## config.mk

```make
export PLATFORM = sky130hd
export DESIGN_NAME = seg7_scan2
export DESIGN_NICKNAME = d
export VERILOG_FILES = /design/src/rtl/seg7_pkg.sv /design/src/rtl/seg7_scan2_bcd_to_seg7.sv /design/src/rtl/seg7_scan2.sv
export SDC_FILE = /design/constraint.sdc
export NUM_CORES = 1
export LEC_CHECK = 0
export CELL_PAD_IN_SITES_DETAIL_PLACEMENT = 1
export CELL_PAD_IN_SITES_GLOBAL_PLACEMENT = 1
export CORE_AREA = 2 2 62 64
export DETAILED_ROUTE_END_ITERATION = 10
export DIE_AREA = 0 0 64 66
export MAX_ROUTING_LAYER = met4
export PLACE_DENSITY_LB_ADDON = 0.05
export SKIP_LAST_GASP = 1
export SYNTH_ARGS = -nofsm -noshare
export SYNTH_HDL_FRONTEND = slang
export SYNTH_SLANG_ARGS = --single-unit
```

## constraint.sdc

```tcl
create_clock -name clk -period 6.1 [get_ports clk]
set_clock_uncertainty 0.05 [all_clocks]
set_input_delay 1.22 -clock clk [delete_from_list [all_inputs] [get_ports clk]]
set_output_delay 1.22 -clock clk [all_outputs]
set_load 0.1 [all_outputs]
```

## src/rtl/seg7_pkg.sv

```systemverilog
// Shared types and constants for the 2-digit seconds display scanner.
// Segment patterns are active-high, bit order {g,f,e,d,c,b,a}.
package seg7_pkg;

   localparam int DEZ_W   = 3;
   localparam int UNI_W   = 4;
   localparam int DEZ_MAX = 5;

   typedef enum logic [1:0] {
      S_UNI     = 2'd0,
      S_BLANK_A = 2'd1,
      S_DEZ     = 2'd2,
      S_BLANK_B = 2'd3
   } state_t;

   localparam logic [6:0] SEG_0    = 7'h3F;
   localparam logic [6:0] SEG_1    = 7'h06;
   localparam logic [6:0] SEG_2    = 7'h5B;
   localparam logic [6:0] SEG_3    = 7'h4F;
   localparam logic [6:0] SEG_4    = 7'h66;
   localparam logic [6:0] SEG_5    = 7'h6D;
   localparam logic [6:0] SEG_6    = 7'h7D;
   localparam logic [6:0] SEG_7    = 7'h07;
   localparam logic [6:0] SEG_8    = 7'h7F;
   localparam logic [6:0] SEG_9    = 7'h6F;
   localparam logic [6:0] SEG_DASH = 7'h40;
   localparam logic [6:0] SEG_OFF  = 7'h00;

endpackage

```

## src/rtl/seg7_scan2_bcd_to_seg7.sv

```systemverilog
// BCD digit to 7-segment pattern; anything above 9 renders as a dash.
module bcd_to_seg7
   import seg7_pkg::*;
(
   input  logic [3:0] val,
   output logic [6:0] seg
);

   always_comb begin
      seg = SEG_DASH;
      case (val)
         4'd0: seg = SEG_0;
         4'd1: seg = SEG_1;
         4'd2: seg = SEG_2;
         4'd3: seg = SEG_3;
         4'd4: seg = SEG_4;
         4'd5: seg = SEG_5;
         4'd6: seg = SEG_6;
         4'd7: seg = SEG_7;
         4'd8: seg = SEG_8;
         4'd9: seg = SEG_9;
         default: seg = SEG_DASH;
      endcase
   end

endmodule

```

## src/rtl/seg7_scan2.sv

```systemverilog
// Two-digit multiplexed 7-segment scanner with blanking gaps and per-frame digit snapshot.
// Optional leading-zero blanking of the tens digit via macro SEG7_LZB_EN.
module seg7_scan2
   import seg7_pkg::*;
#(
   parameter int SCAN_DIV  = 4,
   parameter int BLANK_CYC = 1
) (
   input  logic             clk,
   input  logic             rst,
   input  logic [DEZ_W-1:0] dez,
   input  logic [UNI_W-1:0] uni,
   input  logic             load,
   output logic [6:0]       seg,
   output logic [1:0]       an,
   output logic             frame
);

   localparam int MAX_LEN = (SCAN_DIV > BLANK_CYC) ? SCAN_DIV : BLANK_CYC;
   localparam int CNT_W   = (MAX_LEN > 1) ? $clog2(MAX_LEN) : 1;

   state_t             state, state_nx;
   logic [CNT_W-1:0]   cnt, cnt_nx, len_m1;
   logic               last;

   logic [DEZ_W-1:0]   shadow_dez, disp_dez;
   logic [UNI_W-1:0]   shadow_uni, disp_uni;
   logic [6:0]         uni_pat, dez_raw, dez_pat;

   always_ff @(posedge clk) begin
      if (!rst) begin
         state <= S_BLANK_B;
         cnt   <= '0;
      end else begin
         state <= state_nx;
         cnt   <= cnt_nx;
      end
   end

   always_comb begin
      state_nx = state;
      len_m1   = CNT_W'(BLANK_CYC - 1);
      if (state == S_UNI || state == S_DEZ)
         len_m1 = CNT_W'(SCAN_DIV - 1);
      last   = (cnt == len_m1);
      cnt_nx = cnt + CNT_W'(1);
      if (last) begin
         cnt_nx = '0;
         case (state)
            S_UNI:     state_nx = S_BLANK_A;
            S_BLANK_A: state_nx = S_DEZ;
            S_DEZ:     state_nx = S_BLANK_B;
            S_BLANK_B: state_nx = S_UNI;
            default:   state_nx = S_BLANK_B;
         endcase
      end
   end

   // disp only refreshes at frame start so both digits always come from one snapshot
   always_ff @(posedge clk) begin
      if (!rst) begin
         shadow_dez <= '0;
         shadow_uni <= '0;
         disp_dez   <= '0;
         disp_uni   <= '0;
      end else begin
         if (load) begin
            shadow_dez <= dez;
            shadow_uni <= uni;
         end
         if (state == S_BLANK_B && last) begin
            disp_dez <= shadow_dez;
            disp_uni <= shadow_uni;
         end
      end
   end

   bcd_to_seg7 u_dec_uni (.val(disp_uni),         .seg(uni_pat));
   bcd_to_seg7 u_dec_dez (.val({1'b0, disp_dez}), .seg(dez_raw));

   // tens is only valid up to 5; the shared decoder cannot know that
   assign dez_pat = (disp_dez > DEZ_W'(DEZ_MAX)) ? SEG_DASH : dez_raw;

   always_comb begin
      seg   = SEG_OFF;
      an    = 2'b00;
      frame = 1'b0;
      case (state)
         S_UNI: begin
            an    = 2'b01;
            seg   = uni_pat;
            frame = (cnt == '0);
         end
         S_DEZ: begin
`ifdef SEG7_LZB_EN
            if (disp_dez != '0) begin
               an  = 2'b10;
               seg = dez_pat;
            end
`else
            an  = 2'b10;
            seg = dez_pat;
`endif
         end
         default: begin
            an  = 2'b00;
            seg = SEG_OFF;
         end
      endcase
   end

endmodule

```

==> results.ini <==
[route]
num_vias = 1102
routedWlPerCell_um = 13.9
wirelength_um = 3090
postRouteAntennaNets = 0
dr.pass1.iters = 4
drt_iter0_drc = 7
routed_via_density = 4.96
route.detailed.drc = 0

[synth]
syn-cell-area_um2 = 1580
synth_area_leaders = dfxtp_1 41%, ha_1 13%, mux2i_1 9.5%
netlist_top_cells_count = 32 x dfxtp_1, 17 x ha_1, 15 x inv_1, 15 x mux2i_1
synth_fp_nets = 180
yosysMostFrequentCell = dfxtp_1
ys_seq_area_frac = 0.405
synth-edff-count = 0
ys_warn_count = 0
synth_top_area_frac = 0.405
synth_area_per_cell_um2 = 10.3
synth-async-reset-ratio = 0
yosysTopAreaCell = dfxtp_1
syn_inst = 153
dominantRegCellSynth = dfxtp_1
synth_cell_types = 37
synth-seq-cells = 32

[setup_path]
regToRegSetupSlack_ps = 2790
worstPathCellList = inv_1, ha_1, a21boi_0, a22o_2, clkdlybuf4s50_1
worstPathMaxFanout = 6
cp.arrival_ps = 3180
cp_slowest_cell = clkdlybuf4s50_1
critical_path_class = reg -> out
critPathMaxStageDelay_ps = 1130
cp.required_ps = 4830
worstRegToRegCells = 11
rr_endpoint = u_dec_uni.seg[5]$_DFF_P_
end_kind = output port
r2r-start = state[0]$_SDFFE_PN1N_
cp-start-kind = flop

[pwr]
power.internal_mw = 0.484
power_frac_comb = 0.562
p_clk_frac = 0.139
swShare = 0.475
powerDensity_nw_per_um2 = 499
vdd_ir_drop_max_uv = 224
leakagePower_nw = 0.870
seqPwrFrac = 0.299
power_switching_mw = 0.438

[sta]
timing.final.max_slew_violations = 0
setup_tns_ps = 0
hold-worst-slack_ps = 467
max_freq_ghz = 0.225
setup_viol = 0
worst_slack_ps = 1650
tightest_slew_ps = 975
rsz0062_at_grt = false
slew_headroom = 0.348
fin_crit_ps = 4450
fin_crit_sh = 0.730
finalHoldViolCount = 0

[flow_run]
drv_cap = 0

[placement]
place_ws_ps = 2000
io_buffers = 19
post-dp-hpwl_um = 2370
routabilityCongestion = 0.783

[clock_tree]
cts_setup_buffers = 0
cts_sinks = 32
clock_path_buffers = 2
cts_tree = built
cts_inserted_buffers = 5
cts-resized-gates = 0
clk_latency_ps = 340
cts_hold_buf = 0
htree_levels = 2
cts_root_buf = clkbuf_4
clkTransAtPathRegs_ps = 110

[global_routing]
grt_start_max_net_pins = 25
track_usage = 0.178
antenna_found_initial = 0
grt_pass1_vias = 1146
grt_pass1_wl_um = 5350
grt.overflow.total = 0

[status]
run_status = complete, no violations

[min_path]
hold_path_class = reg -> reg
hp-start = disp_dez[0]$_SDFFE_PN0N_
min_to = disp_dez[0]$_SDFFE_PN0N_
hold_depth = 2

[floorplanning]
die-area_um2 = 4220
die_y_um = 66
ios = 20
initial_core_util = 0.445
core.rowCount = 22
coreArea_um2 = 3550
die_w_um = 64

[layout]
finalNetCount = 200
antenna_cells = 0
syn_to_final_growth_pct = 16.9
drive_gt1_frac = 0.172

registers in the layout, indices dropped and copies added, names as in the netlist:
signal,count
cnt,2
shadow_dez,3
disp_dez,3
shadow_uni,4
u_dec_uni.seg,7
u_dec_dez.seg,7
disp_uni,4
state,2
power groups by stage:
stage | Combinational [mW] | Sequential [mW] | Clock, mW
after floorplan | 0.435 | 0.274 | 0
after global placement | 0.508 | 0.278 | 0
after detailed placement | 0.524 | 0.281 | 0
after CTS | 0.526 | 0.276 | 0.134
after global routing | 0.559 | 0.281 | 0.146
final | 0.518 | 0.276 | 0.128
final cells by class:
class                           count  area, um^2
Sequential cell                    32         641
Tap cell                           48        60.1
Inverter                           16        60.1
Multi-Input combinational cell     99         840
Clock buffer                        8        58.8
Timing Repair Buffer               19         190
Fill cell                         402        1700
critical path: cells and delay by family, from the launching register on:
family,cells,cell delay [ps]
buffers and inverters,2,1270
AO/OA/AOI/OAI,2,920
flip-flops,1,340
adder cells (fa/ha/maj),1,310
worst max-delay path by stage:
stage / endpoint / slack, ps / depth (start not counted) / startpoint
floorplan: u_dec_uni.seg[6]$_SDFF_PP1_ / 2880 / 11 / state[1]$_SDFFE_PN1N_
global placement: seg[4] / 2100 / 5 / state[0]$_SDFFE_PN1N_
detailed placement: seg[5] / 2000 / 5 / state[0]$_SDFFE_PN1N_
CTS: seg[4] / 1610 / 5 / state[0]$_SDFFE_PN1N_
global route: seg[5] / 1470 / 5 / state[0]$_SDFFE_PN1N_
finish: seg[4] / 1650 / 5 / state[0]$_SDFFE_PN1N_
cell usage in the layout (no fill, tap or decap), drive strengths merged:
cell / Yosys / routed
a21o: 4 / 4
or4: 1 / 1
a22oi: 1 / 1
clkdlybuf4s50: 0 / 19
a22o: 7 / 7
a32oi: 1 / 1
o311ai: 1 / 1
nand3: 1 / 1
or3: 2 / 2
nand2: 11 / 11
nand2b: 2 / 2
a211o: 2 / 2
a21oi: 1 / 1
inv: 16 / 16
and2: 3 / 3
nor3: 1 / 1
ha: 17 / 17
a21boi: 2 / 2
and2b: 1 / 1
nor2b: 11 / 11
o21ai: 4 / 4
dfxtp: 32 / 32
nor2: 3 / 3
mux2: 3 / 3
clkbuf: 2 / 8
o211ai: 1 / 1
mux2i: 16 / 16
and3: 3 / 3
metrics by stage:
stage	instances	power [mW]	utilization	instance area [um^2]
3_3_place_gp	214	0.786	0.504	1790
6_report	222	0.922	0.521	1850
4_1_cts	222	0.936	0.521	1850
2_1_floorplan	153	0.709	-	1580
3_5_place_dp	214	0.805	0.504	1790
5_1_grt	222	0.986	0.521	1850
cell families (layout without fill, tap and decap cells):
family | after synthesis | count (layout) | synth area share
adder cells (fa/ha/maj) | 17 | 17 | 0.134
AND/OR/NAND/NOR | 39 | 39 | 0.143
AO/OA/AOI/OAI | 24 | 24 | 0.126
flip-flops | 32 | 32 | 0.405
multiplexers | 19 | 19 | 0.127
buffers and inverters | 22 | 43 | 0.0641
per-layer routing:
layer | up-vias | wire (um) | global-route usage
met4 | 0 | 56 | 0.0815
met5 | - | 0 | -
li1 | 552 | - | -
met2 | 15 | 1560 | 0.306
met1 | 528 | 1370 | 0.197
met3 | 7 | 97 | 0.0409
(Power assumes the default switching activity.)
